[src/rtl/fir_mc_ctrl_if.sv]
// Handshake and RAM/MAC control bundle for fir_mc_ctrl.
// FIR_SYM_FOLD_EN adds the second read address and the fold flag.
interface fir_mc_ctrl_if #(
    parameter int CW = 1,
    parameter int AW = 6
);
    logic              in_valid;
    logic [CW-1:0]     in_ch;
    logic              in_ready;
    logic              wr_en;
    logic [CW+AW-1:0]  wr_addr;
    logic              rd_en;
    logic [CW+AW-1:0]  rd_addr;
    logic [AW-1:0]     coef_addr;
    logic              acc_clr;
    logic              mac_en;
    logic              out_valid;
    logic [CW-1:0]     out_ch;
    logic              out_ready;
    logic              busy;
    logic              err_ch;
`ifdef FIR_SYM_FOLD_EN
    logic [CW+AW-1:0]  rd_addr_b;
    logic              fold;

    modport master (
        input  in_valid, in_ch, out_ready,
        output in_ready, wr_en, wr_addr, rd_en, rd_addr, coef_addr, acc_clr,
               mac_en, out_valid, out_ch, busy, err_ch, rd_addr_b, fold
    );
    modport slave (
        output in_valid, in_ch, out_ready,
        input  in_ready, wr_en, wr_addr, rd_en, rd_addr, coef_addr, acc_clr,
               mac_en, out_valid, out_ch, busy, err_ch, rd_addr_b, fold
    );
`else
    modport master (
        input  in_valid, in_ch, out_ready,
        output in_ready, wr_en, wr_addr, rd_en, rd_addr, coef_addr, acc_clr,
               mac_en, out_valid, out_ch, busy, err_ch
    );
    modport slave (
        output in_valid, in_ch, out_ready,
        input  in_ready, wr_en, wr_addr, rd_en, rd_addr, coef_addr, acc_clr,
               mac_en, out_valid, out_ch, busy, err_ch
    );
`endif
endinterface

[src/rtl/fir_mc_ctrl.sv]
// Multi-channel FIR control unit: per-channel circular delay-line write, tap read and MAC sequencing.
// Optional symmetric folding (two reads per MAC cycle) is enabled by defining FIR_SYM_FOLD_EN.
module fir_mc_ctrl #(
    parameter int TAPS = 64,
    parameter int CH   = 2,
    parameter int AW   = $clog2(TAPS),
    parameter int CW   = (CH > 1) ? $clog2(CH) : 1
) (
    input  logic          clk,
    input  logic          rst,
    fir_mc_ctrl_if.master bus
);
    // Handshakes: a sample is taken when in_valid & in_ready are high on a rising edge;
    // a result is released when out_valid & out_ready are high on a rising edge.

    localparam logic [AW:0] TAPS_W    = (AW + 1)'(TAPS);
    localparam logic [AW:0] TAPS_M1_W = (AW + 1)'(TAPS - 1);
`ifdef FIR_SYM_FOLD_EN
    localparam int NMAC     = (TAPS + 1) / 2;
    localparam bit TAPS_ODD = (TAPS % 2) == 1;
`else
    localparam int NMAC = TAPS;
`endif
    localparam logic [AW-1:0] LAST_J   = AW'(NMAC - 1);
    localparam logic [AW-1:0] LAST_PTR = AW'(TAPS - 1);

    typedef enum logic [2:0] {
        S_IDLE, S_LOAD, S_PRIME, S_MAC, S_DONE
    } state_e;

    state_e        state_q, state_d;
    logic [CW-1:0] ch_q, ch_d;
    logic [AW-1:0] base_q, base_d;
    logic [AW-1:0] j_q, j_d;
    logic [AW-1:0] wp_q [CH];
    logic [AW-1:0] wp_d [CH];
    logic          rdy_en_q;
    logic          err_q, err_d;

    logic          accept;
    logic          bad_ch;
    logic [AW-1:0] wp_sel;
    logic [AW:0]   rd_tap;

    // (a - off) mod TAPS with off in 0..TAPS-1; works for non-power-of-two TAPS.
    function automatic logic [AW-1:0] sub_mod(input logic [AW-1:0] a, input logic [AW:0] off);
        logic [AW:0] a_w;
        a_w = {1'b0, a};
        if (a_w >= off) sub_mod = AW'(a_w - off);
        else            sub_mod = AW'(a_w + TAPS_W - off);
    endfunction

    // rdy_en_q keeps in_ready low while reset is asserted and for the first edge after it.
    assign accept = (state_q == S_IDLE) && rdy_en_q && bus.in_valid;
    assign bad_ch = int'(bus.in_ch) >= CH;
    assign rd_tap = (state_q == S_PRIME) ? '0 : ({1'b0, j_q} + 1'b1);

    always_comb begin
        wp_sel = '0;
        for (int c = 0; c < CH; c++) begin
            if (ch_q == CW'(c)) wp_sel = wp_q[c];
        end
    end

    always_ff @(posedge clk or posedge rst) begin
        if (rst) begin
            state_q  <= S_IDLE;
            ch_q     <= '0;
            base_q   <= '0;
            j_q      <= '0;
            rdy_en_q <= 1'b0;
            err_q    <= 1'b0;
            for (int c = 0; c < CH; c++) wp_q[c] <= '0;
        end else begin
            state_q  <= state_d;
            ch_q     <= ch_d;
            base_q   <= base_d;
            j_q      <= j_d;
            rdy_en_q <= 1'b1;
            err_q    <= err_d;
            for (int c = 0; c < CH; c++) wp_q[c] <= wp_d[c];
        end
    end

    always_comb begin
        state_d = state_q;
        ch_d    = ch_q;
        base_d  = base_q;
        j_d     = j_q;
        err_d   = 1'b0;
        for (int c = 0; c < CH; c++) wp_d[c] = wp_q[c];
        case (state_q)
            S_IDLE: begin
                if (accept) begin
                    if (bad_ch) begin
                        err_d = 1'b1;
                    end else begin
                        ch_d    = bus.in_ch;
                        state_d = S_LOAD;
                    end
                end
            end
            S_LOAD: begin
                base_d = wp_sel;
                for (int c = 0; c < CH; c++) begin
                    if (ch_q == CW'(c)) wp_d[c] = (wp_sel == LAST_PTR) ? '0 : wp_sel + 1'b1;
                end
                state_d = S_PRIME;
            end
            S_PRIME: begin
                j_d     = '0;
                state_d = S_MAC;
            end
            S_MAC: begin
                if (j_q == LAST_J) state_d = S_DONE;
                else               j_d     = j_q + 1'b1;
            end
            S_DONE: begin
                if (bus.out_ready) state_d = S_IDLE;
            end
            default: state_d = S_IDLE;
        endcase
    end

    always_comb begin
        bus.in_ready  = 1'b0;
        bus.wr_en     = 1'b0;
        bus.wr_addr   = '0;
        bus.rd_en     = 1'b0;
        bus.rd_addr   = '0;
        bus.coef_addr = '0;
        bus.acc_clr   = 1'b0;
        bus.mac_en    = 1'b0;
        bus.out_valid = 1'b0;
        bus.out_ch    = '0;
`ifdef FIR_SYM_FOLD_EN
        bus.rd_addr_b = '0;
        bus.fold      = 1'b0;
`endif
        case (state_q)
            S_IDLE: bus.in_ready = rdy_en_q;
            S_LOAD: begin
                bus.wr_en   = 1'b1;
                bus.wr_addr = {ch_q, wp_sel};
                bus.acc_clr = 1'b1;
            end
            S_PRIME: begin
                bus.rd_en   = 1'b1;
                bus.rd_addr = {ch_q, sub_mod(base_q, rd_tap)};
`ifdef FIR_SYM_FOLD_EN
                bus.rd_addr_b = {ch_q, sub_mod(base_q, TAPS_M1_W - rd_tap)};
`endif
            end
            S_MAC: begin
                bus.mac_en    = 1'b1;
                bus.coef_addr = j_q;
                // Each MAC cycle prefetches the next tap so data meets its coefficient one cycle later.
                if (j_q != LAST_J) begin
                    bus.rd_en   = 1'b1;
                    bus.rd_addr = {ch_q, sub_mod(base_q, rd_tap)};
`ifdef FIR_SYM_FOLD_EN
                    bus.rd_addr_b = {ch_q, sub_mod(base_q, TAPS_M1_W - rd_tap)};
`endif
                end
`ifdef FIR_SYM_FOLD_EN
                bus.fold = !(TAPS_ODD && (j_q == LAST_J));
`endif
            end
            S_DONE: begin
                bus.out_valid = 1'b1;
                bus.out_ch    = ch_q;
            end
            default: ;
        endcase
    end

    assign bus.busy   = (state_q != S_IDLE);
    assign bus.err_ch = err_q;

endmodule

[src/flat_wrapper.sv]
// flat-port wrapper written by rule: the top's interface ports become plain ports
module fir_mc_ctrl_flat 
#(
    parameter int TAPS = 64,
    parameter int CH   = 2,
    parameter int AW   = $clog2(TAPS),
    parameter int CW   = (CH > 1) ? $clog2(CH) : 1
)
  (clk, rst, bus_in_valid, bus_in_ch, bus_out_ready, bus_in_ready, bus_wr_en, bus_wr_addr, bus_rd_en, bus_rd_addr, bus_coef_addr, bus_acc_clr, bus_mac_en, bus_out_valid, bus_out_ch, bus_busy, bus_err_ch);
  fir_mc_ctrl_if #(.CW(CW), .AW(AW)) bus_i ();
  input  logic clk;
  input  logic rst;
  input wire logic [$bits(bus_i.in_valid)-1:0] bus_in_valid;
  input wire logic [$bits(bus_i.in_ch)-1:0] bus_in_ch;
  input wire logic [$bits(bus_i.out_ready)-1:0] bus_out_ready;
  output wire logic [$bits(bus_i.in_ready)-1:0] bus_in_ready;
  output wire logic [$bits(bus_i.wr_en)-1:0] bus_wr_en;
  output wire logic [$bits(bus_i.wr_addr)-1:0] bus_wr_addr;
  output wire logic [$bits(bus_i.rd_en)-1:0] bus_rd_en;
  output wire logic [$bits(bus_i.rd_addr)-1:0] bus_rd_addr;
  output wire logic [$bits(bus_i.coef_addr)-1:0] bus_coef_addr;
  output wire logic [$bits(bus_i.acc_clr)-1:0] bus_acc_clr;
  output wire logic [$bits(bus_i.mac_en)-1:0] bus_mac_en;
  output wire logic [$bits(bus_i.out_valid)-1:0] bus_out_valid;
  output wire logic [$bits(bus_i.out_ch)-1:0] bus_out_ch;
  output wire logic [$bits(bus_i.busy)-1:0] bus_busy;
  output wire logic [$bits(bus_i.err_ch)-1:0] bus_err_ch;
  assign bus_i.in_valid = bus_in_valid;
  assign bus_i.in_ch = bus_in_ch;
  assign bus_i.out_ready = bus_out_ready;
  assign bus_in_ready = bus_i.in_ready;
  assign bus_wr_en = bus_i.wr_en;
  assign bus_wr_addr = bus_i.wr_addr;
  assign bus_rd_en = bus_i.rd_en;
  assign bus_rd_addr = bus_i.rd_addr;
  assign bus_coef_addr = bus_i.coef_addr;
  assign bus_acc_clr = bus_i.acc_clr;
  assign bus_mac_en = bus_i.mac_en;
  assign bus_out_valid = bus_i.out_valid;
  assign bus_out_ch = bus_i.out_ch;
  assign bus_busy = bus_i.busy;
  assign bus_err_ch = bus_i.err_ch;
  fir_mc_ctrl #(.TAPS(TAPS), .CH(CH), .AW(AW), .CW(CW)) u_core (.clk(clk), .rst(rst), .bus(bus_i));
endmodule
[config.mk]
export PLATFORM = sky130hd
export DESIGN_NAME = fir_mc_ctrl_flat
export DESIGN_NICKNAME = d
export VERILOG_FILES = /design/src/rtl/fir_mc_ctrl_if.sv /design/src/rtl/fir_mc_ctrl.sv /design/src/flat_wrapper.sv
export SDC_FILE = /design/constraint.sdc
export NUM_CORES = 1
export LEC_CHECK = 0
export ABC_AREA = 1
export BUFFER_PORTS_ARGS = -buffer_cell sky130_fd_sc_hd__buf_2
export CELL_PAD_IN_SITES_DETAIL_PLACEMENT = 0
export CELL_PAD_IN_SITES_GLOBAL_PLACEMENT = 1
export CORE_UTILIZATION = 40
export DETAILED_ROUTE_END_ITERATION = 10
export PLACE_DENSITY_LB_ADDON = 0.25
export SYNTH_ARGS = -nofsm -noshare
export SYNTH_HDL_FRONTEND = slang
export SYNTH_SLANG_ARGS = --single-unit
export TNS_END_PERCENT = 100
[constraint.sdc]
create_clock -name clk -period 3 [get_ports clk]
set_clock_uncertainty 0.15 [all_clocks]
set_input_delay 0.6 -clock clk [delete_from_list [all_inputs] [get_ports clk]]
set_output_delay 0.6 -clock clk [all_outputs]
set_load 0.01 [all_outputs]
# Word-level counts from Yosys, hierarchy flattened
# Index checks and enable logic that the tools add are counted.
[op_classes]
n_addsub = 6
magnitude_cmp = 1
eq_ne = 11
mux = 21
bitwise_logic = 1
n_reduce_logical = 10
[op_table]
columns = ["operator", "n"]
rows = [
  ["6-bit two-way mux", 5],
  ["7-bit two-way mux", 3],
  ["6-bit by 1-bit adder with 6-bit output, second input constant", 3],
  ["3-bit case mux with 5 select lines", 1],
  ["7-bit case mux with 2 select lines", 1],
  ["6-bit equality test, second input constant", 2],
  ["6-bit case mux with 2 select lines", 1],
  ["6-bit subtractor", 2],
  ["3-bit two-way mux", 3],
  ["2-bit AND reduction", 4],
  ["6-bit by 1-bit adder with 7-bit output, second input constant", 1],
  ["6-bit by 7-bit greater-or-equal comparator with 1-bit output", 1],
  ["3-bit by 2-bit equality test with 1-bit output, second input constant", 2],
  ["1-bit two-way mux", 6],
  ["6-bit inequality test, second input constant", 1],
  ["2-bit by 1-bit inequality test with 1-bit output, second input constant", 2],
  ["2-bit inequality test, second input constant", 2],
  ["3-bit by 1-bit equality test with 1-bit output, second input constant", 1],
  ["3-bit equality test, second input constant", 1],
  ["3-bit logical NOT", 1],
  ["3-bit AND reduction", 1],
  ["3-bit nonzero test", 1],
  ["1-bit logical AND", 2],
  ["1-bit case mux with 2 select lines", 1],
  ["other kinds (2)", 2],
]
[word_totals]
output_inout_bits = 29
regBits = 29

# Depth between registers and ports, before layout
[depth]
ltp_word = 6
mapped_depth = 12

# Worst setup path before layout
# Ideal clock, no wire load.
[synth_timing]
kind = "register to output"
startpoint = "reg u_core.j_q[0]"
endpoint = "out bus_rd_addr[5]"
path_slack_ps = 125
t_arrival_ps = 2125
required_time_ps = 2250
stages_incl_launch_ff = 13
path_buffers = 0
cell_sequence = "dfrtp_1 > ha_1 > nand2_1 > o21ai_0 > o21ai_0 > or2_2 > ha_1 > nand2_1 > o21ai_0 > nor2_1 > nand3_1 > nand2_1 > nor2_1"
[synth_via]
elab_chain_len = 6
[synth_lines]
columns = ["element", "line", "text"]
rows = [
  ["from (decl)", "fir_mc_ctrl.sv:34", "logic [AW-1:0] j_q, j_d;"],
  ["from (signal assigned)", "fir_mc_ctrl.sv:78", "j_q <= j_d;"],
  ["6-bit by 1-bit adder with 7-bit output", "fir_mc_ctrl.sv:56", "assign rd_tap = (state_q == S_PRIME) ? '0 : ({1'b0, j_q} + 1'b1);"],
  ["7-bit two-way mux", "fir_mc_ctrl.sv:56", ""],
  ["6-bit subtractor (tied with other cells)", "fir_mc_ctrl.sv:50", "else sub_mod = AW'(a_w + TAPS_W - off);"],
  ["6-bit two-way mux", "fir_mc_ctrl.sv:49", "if (a_w >= off) sub_mod = AW'(a_w - off);"],
  ["7-bit two-way mux", "fir_mc_ctrl.sv:158", "if (j_q != LAST_J) begin"],
  ["7-bit case mux with 2 select lines (*)", "fir_mc_ctrl.sv:140", "case (state_q)"],
  ["to (decl)", "flat_wrapper.sv:20", "output wire logic [$bits(bus_i.rd_addr)-1:0] bus_rd_addr;"],
]
# Mark *: on every way between the ends. The rest lies on a longest branch, timed or not.

# Worst setup path after layout
# Ends and elaborated chain as after synthesis.

==> results.toml <==
[status]
status = "complete, but fails checks"
violations = "setup timing"

[grt]
antenna_found_initial = 0
grt_pass1_wl_mm = 7.45
grt_pass1_vias = 1655
grt_usage_pct = 19.2
grt_max_degree = 30
grt_overflow_total = 0

[critical_path]
slowest_stage = "dfrtp_1"
crit_path_start_kind = "register"
critPathKind = "reg2out"
crit_chain = "ha_4 -> nand2_4 -> o21ai_2 -> o21ai_2 -> or2_4 -> ha_4 -> nand2_2 -> o21ai_1 -> nor2_1 -> nand3_1 -> nand2_1 -> nor2_1 -> buf_2"
end_kind = "primary output"
cpPeakStageDelay_ps = 410
cp_max_fo = 3
required_ps = 2250
crit_arrival_ps = 2320

[synthesis]
ys_warn_count = 0
synth.avg_cell_area_um2 = 7.84
async_flop_share_pct = 100
yosysSeqAreaShare_pct = 39.2
synth_top_area_share_pct = 39.2
synth-edff-count = 0
yosysMostFrequentCell = "nand2_1"
synth_cell_types = 32
synth-seq-cells = 29
synth_area_um2 = 1850
yosys.area.top_type = "dfrtp_1"
syn_inst = 236
synth_common_cells = "nand2_1, inv_1, dfrtp_1, nor2_1, o21ai_1"
synth.area.top_cells = "dfrtp_1, nand2_1, inv_1"
synth_fp_nets = 249
ys.flop_type = "dfrtp_1"

[min_path]
min_path_type = "in2async"

[cts]
clk_pin_slew_ps = 70
cts-root-buf = "clkbuf_8"
htree_levels = 2
numCtsBuffers = 5
cts_tree = "done"
clockBufferDepth = 2
cts_sinks = 29
clk_latency_ps = 280
postCtsHoldBufs = 0

[routing]
wire_per_inst_um = 12.5
drt_pass1_iterations = 4
viasPerCell = 4.92
vias = 1647
drc = 0
antenna_left = 0
dr.first_iter.drc_count = 80
wirelength_mm = 4.19

[power_and_ir_drop]
power_leakage_uw = 0.00122
p_sw_uw = 182
ir_worst_vdd_v = 0.000199
p_per_area_nw_per_um2 = 346
intPower_uw = 621
p_seq_share_pct = 50.5
power_switching_share_pct = 22.6
pwr-share-clk_pct = 43.7
comb_power_share_pct = 5.8

[cells_and_area]
diodes = 0
multi_input_area_um2 = 1030
fin_nets = 295
register_area_um2 = 727
fill_cells = 426
final_cell_area_um2 = 2320
area_growth_pct = 25.6
drive_above_1_share_pct = 34.3

[floorplanning]
start_util_pct = 41.9
die_h_um = 70.0
rows = 24
die_area_um2 = 4900
die_x_um = 70.0
core_um2 = 4410
num_io_pins = 34

[placement]
port_buffers = 32
placed_cell_area_um2 = 2080
dpl.hpwl_mm = 3.16
gp_congestion = 0.778

[timing]
max_slew.worst_pin.slew_ps = 553
fin_setup_tns_ps = -67.5
setup_slack_ps = -67.5
max_freq_ghz = 0.326
final-setup-viol-count = 1
slew_headroom_pct = 62.8
finalHoldViolCount = 0
report.final.slew_viol_count = 0
rsz0062_at_grt = "yes"
fin_crit_sh_pct = 102
period_minus_slack_ps = 3070

[run]
max_cap_violations = 0
## logic make-up (layout without fill, tap and decap cells)
family                   count (synthesis)  in the layout  share of synthesized area, %
AO/OA/AOI/OAI                           43             43                          15.3
XOR/XNOR                                 3              3                          1.42
adder cells (fa/ha/maj)                  8              8                          5.81
buffers and inverters                   42             89                          10.3
flip-flops                              29             29                          39.2
other                                    2              2                         0.406
AND/OR/NAND/NOR                        109            109                          27.5
## path summary, 6_finish.rpt
path | slack (ps) | depth (start not counted) | endpoint | startpoint
worst min-delay path | 230 | 3 | u_core.rdy_en_q | rst
worst max-delay path | -70 | 13 | bus_rd_addr[5] | u_core.j_q[0]
min in group clk | 320 | 2 | u_core.wp_q[5] | u_core.wp_q[5]
worst min register to register | 320 | 2 | u_core.wp_q[5] | u_core.wp_q[5]
max in group asynchronous | 2180 | 3 | u_core.j_q[2] | rst
worst max register to register | 800 | 8 | u_core.wp_q[6] | u_core.ch_q
## critical path, delay by kind of cell (launching register included)
family	cells	cell delay [ps]
compound gates	3	380
simple gates	7	650
flops	1	410
buf+inv	1	130
fa+ha+maj	2	460
## timing repair
action	4_1_cts	5_1_grt
gates resized for setup	15	13
endpoints found under the setup margin	3	3
pin swaps	3	10
buffers inserted	3	2
## per-stage QoR
stage	util (%)	std cells	power, uW	worst slack [ps]	hold WS [ps]
after global placement	47.1	322	460	128	313
after global routing	52.6	335	835	-212	275
final	52.6	335	803	-67.5	230
after detailed placement	47.1	322	460	8.04	313
after CTS	51.1	333	815	-29.9	243
after floorplan	-	236	446	125	292
## registers in the layout, summed over array words and instances, names as in the netlist
name / count
u_core.wp_q: 12
u_core.state_q: 3
u_core.base_q: 6
u_core.j_q: 6
u_core.rdy_en_q: 1
u_core.ch_q: 1
## layout make-up
cell class              count  area share [%]
clock buffers               7            4.15
repair buffers             44            11.1
well taps                  52            2.80
clock inverters             1           0.215
flip-flops and latches     29            31.3
inverters                  37            6.19
multi-input cells         165            44.3
## power by group through the flow
stage / registers, uW / clock network [uW] / logic [uW]
final: 405 / 351 / 46.5
after detailed placement: 413 / 0 / 47.5
after floorplan: 409 / 0 / 37.5
after global placement: 413 / 0 / 47.1
after CTS: 406 / 361 / 47.7
after global routing: 406 / 374 / 54.6
## placed cells by master, fill, tap and decap left out, types with 7 or more instances in the layout
master and count:
nor2_1 22, buf_4 10, o21ai_1 14, o21ai_2 9, dfrtp_1 28, nand3_1 10, buf_2 32, inv_1 30
clkbuf_8 7, nand2_1 54
## per-layer routing
layer	share of wire (%)	track usage (%)	wire, um	up-vias
li1	-	-	-	849
met1	46	24.8	1920	766
met2	49	30.8	2060	26
met3	3.5	4.91	145	6
met4	1.5	7.33	61	0
met5	0	0	0	-
No activity file was read; power rests on OpenSTA's default activity.
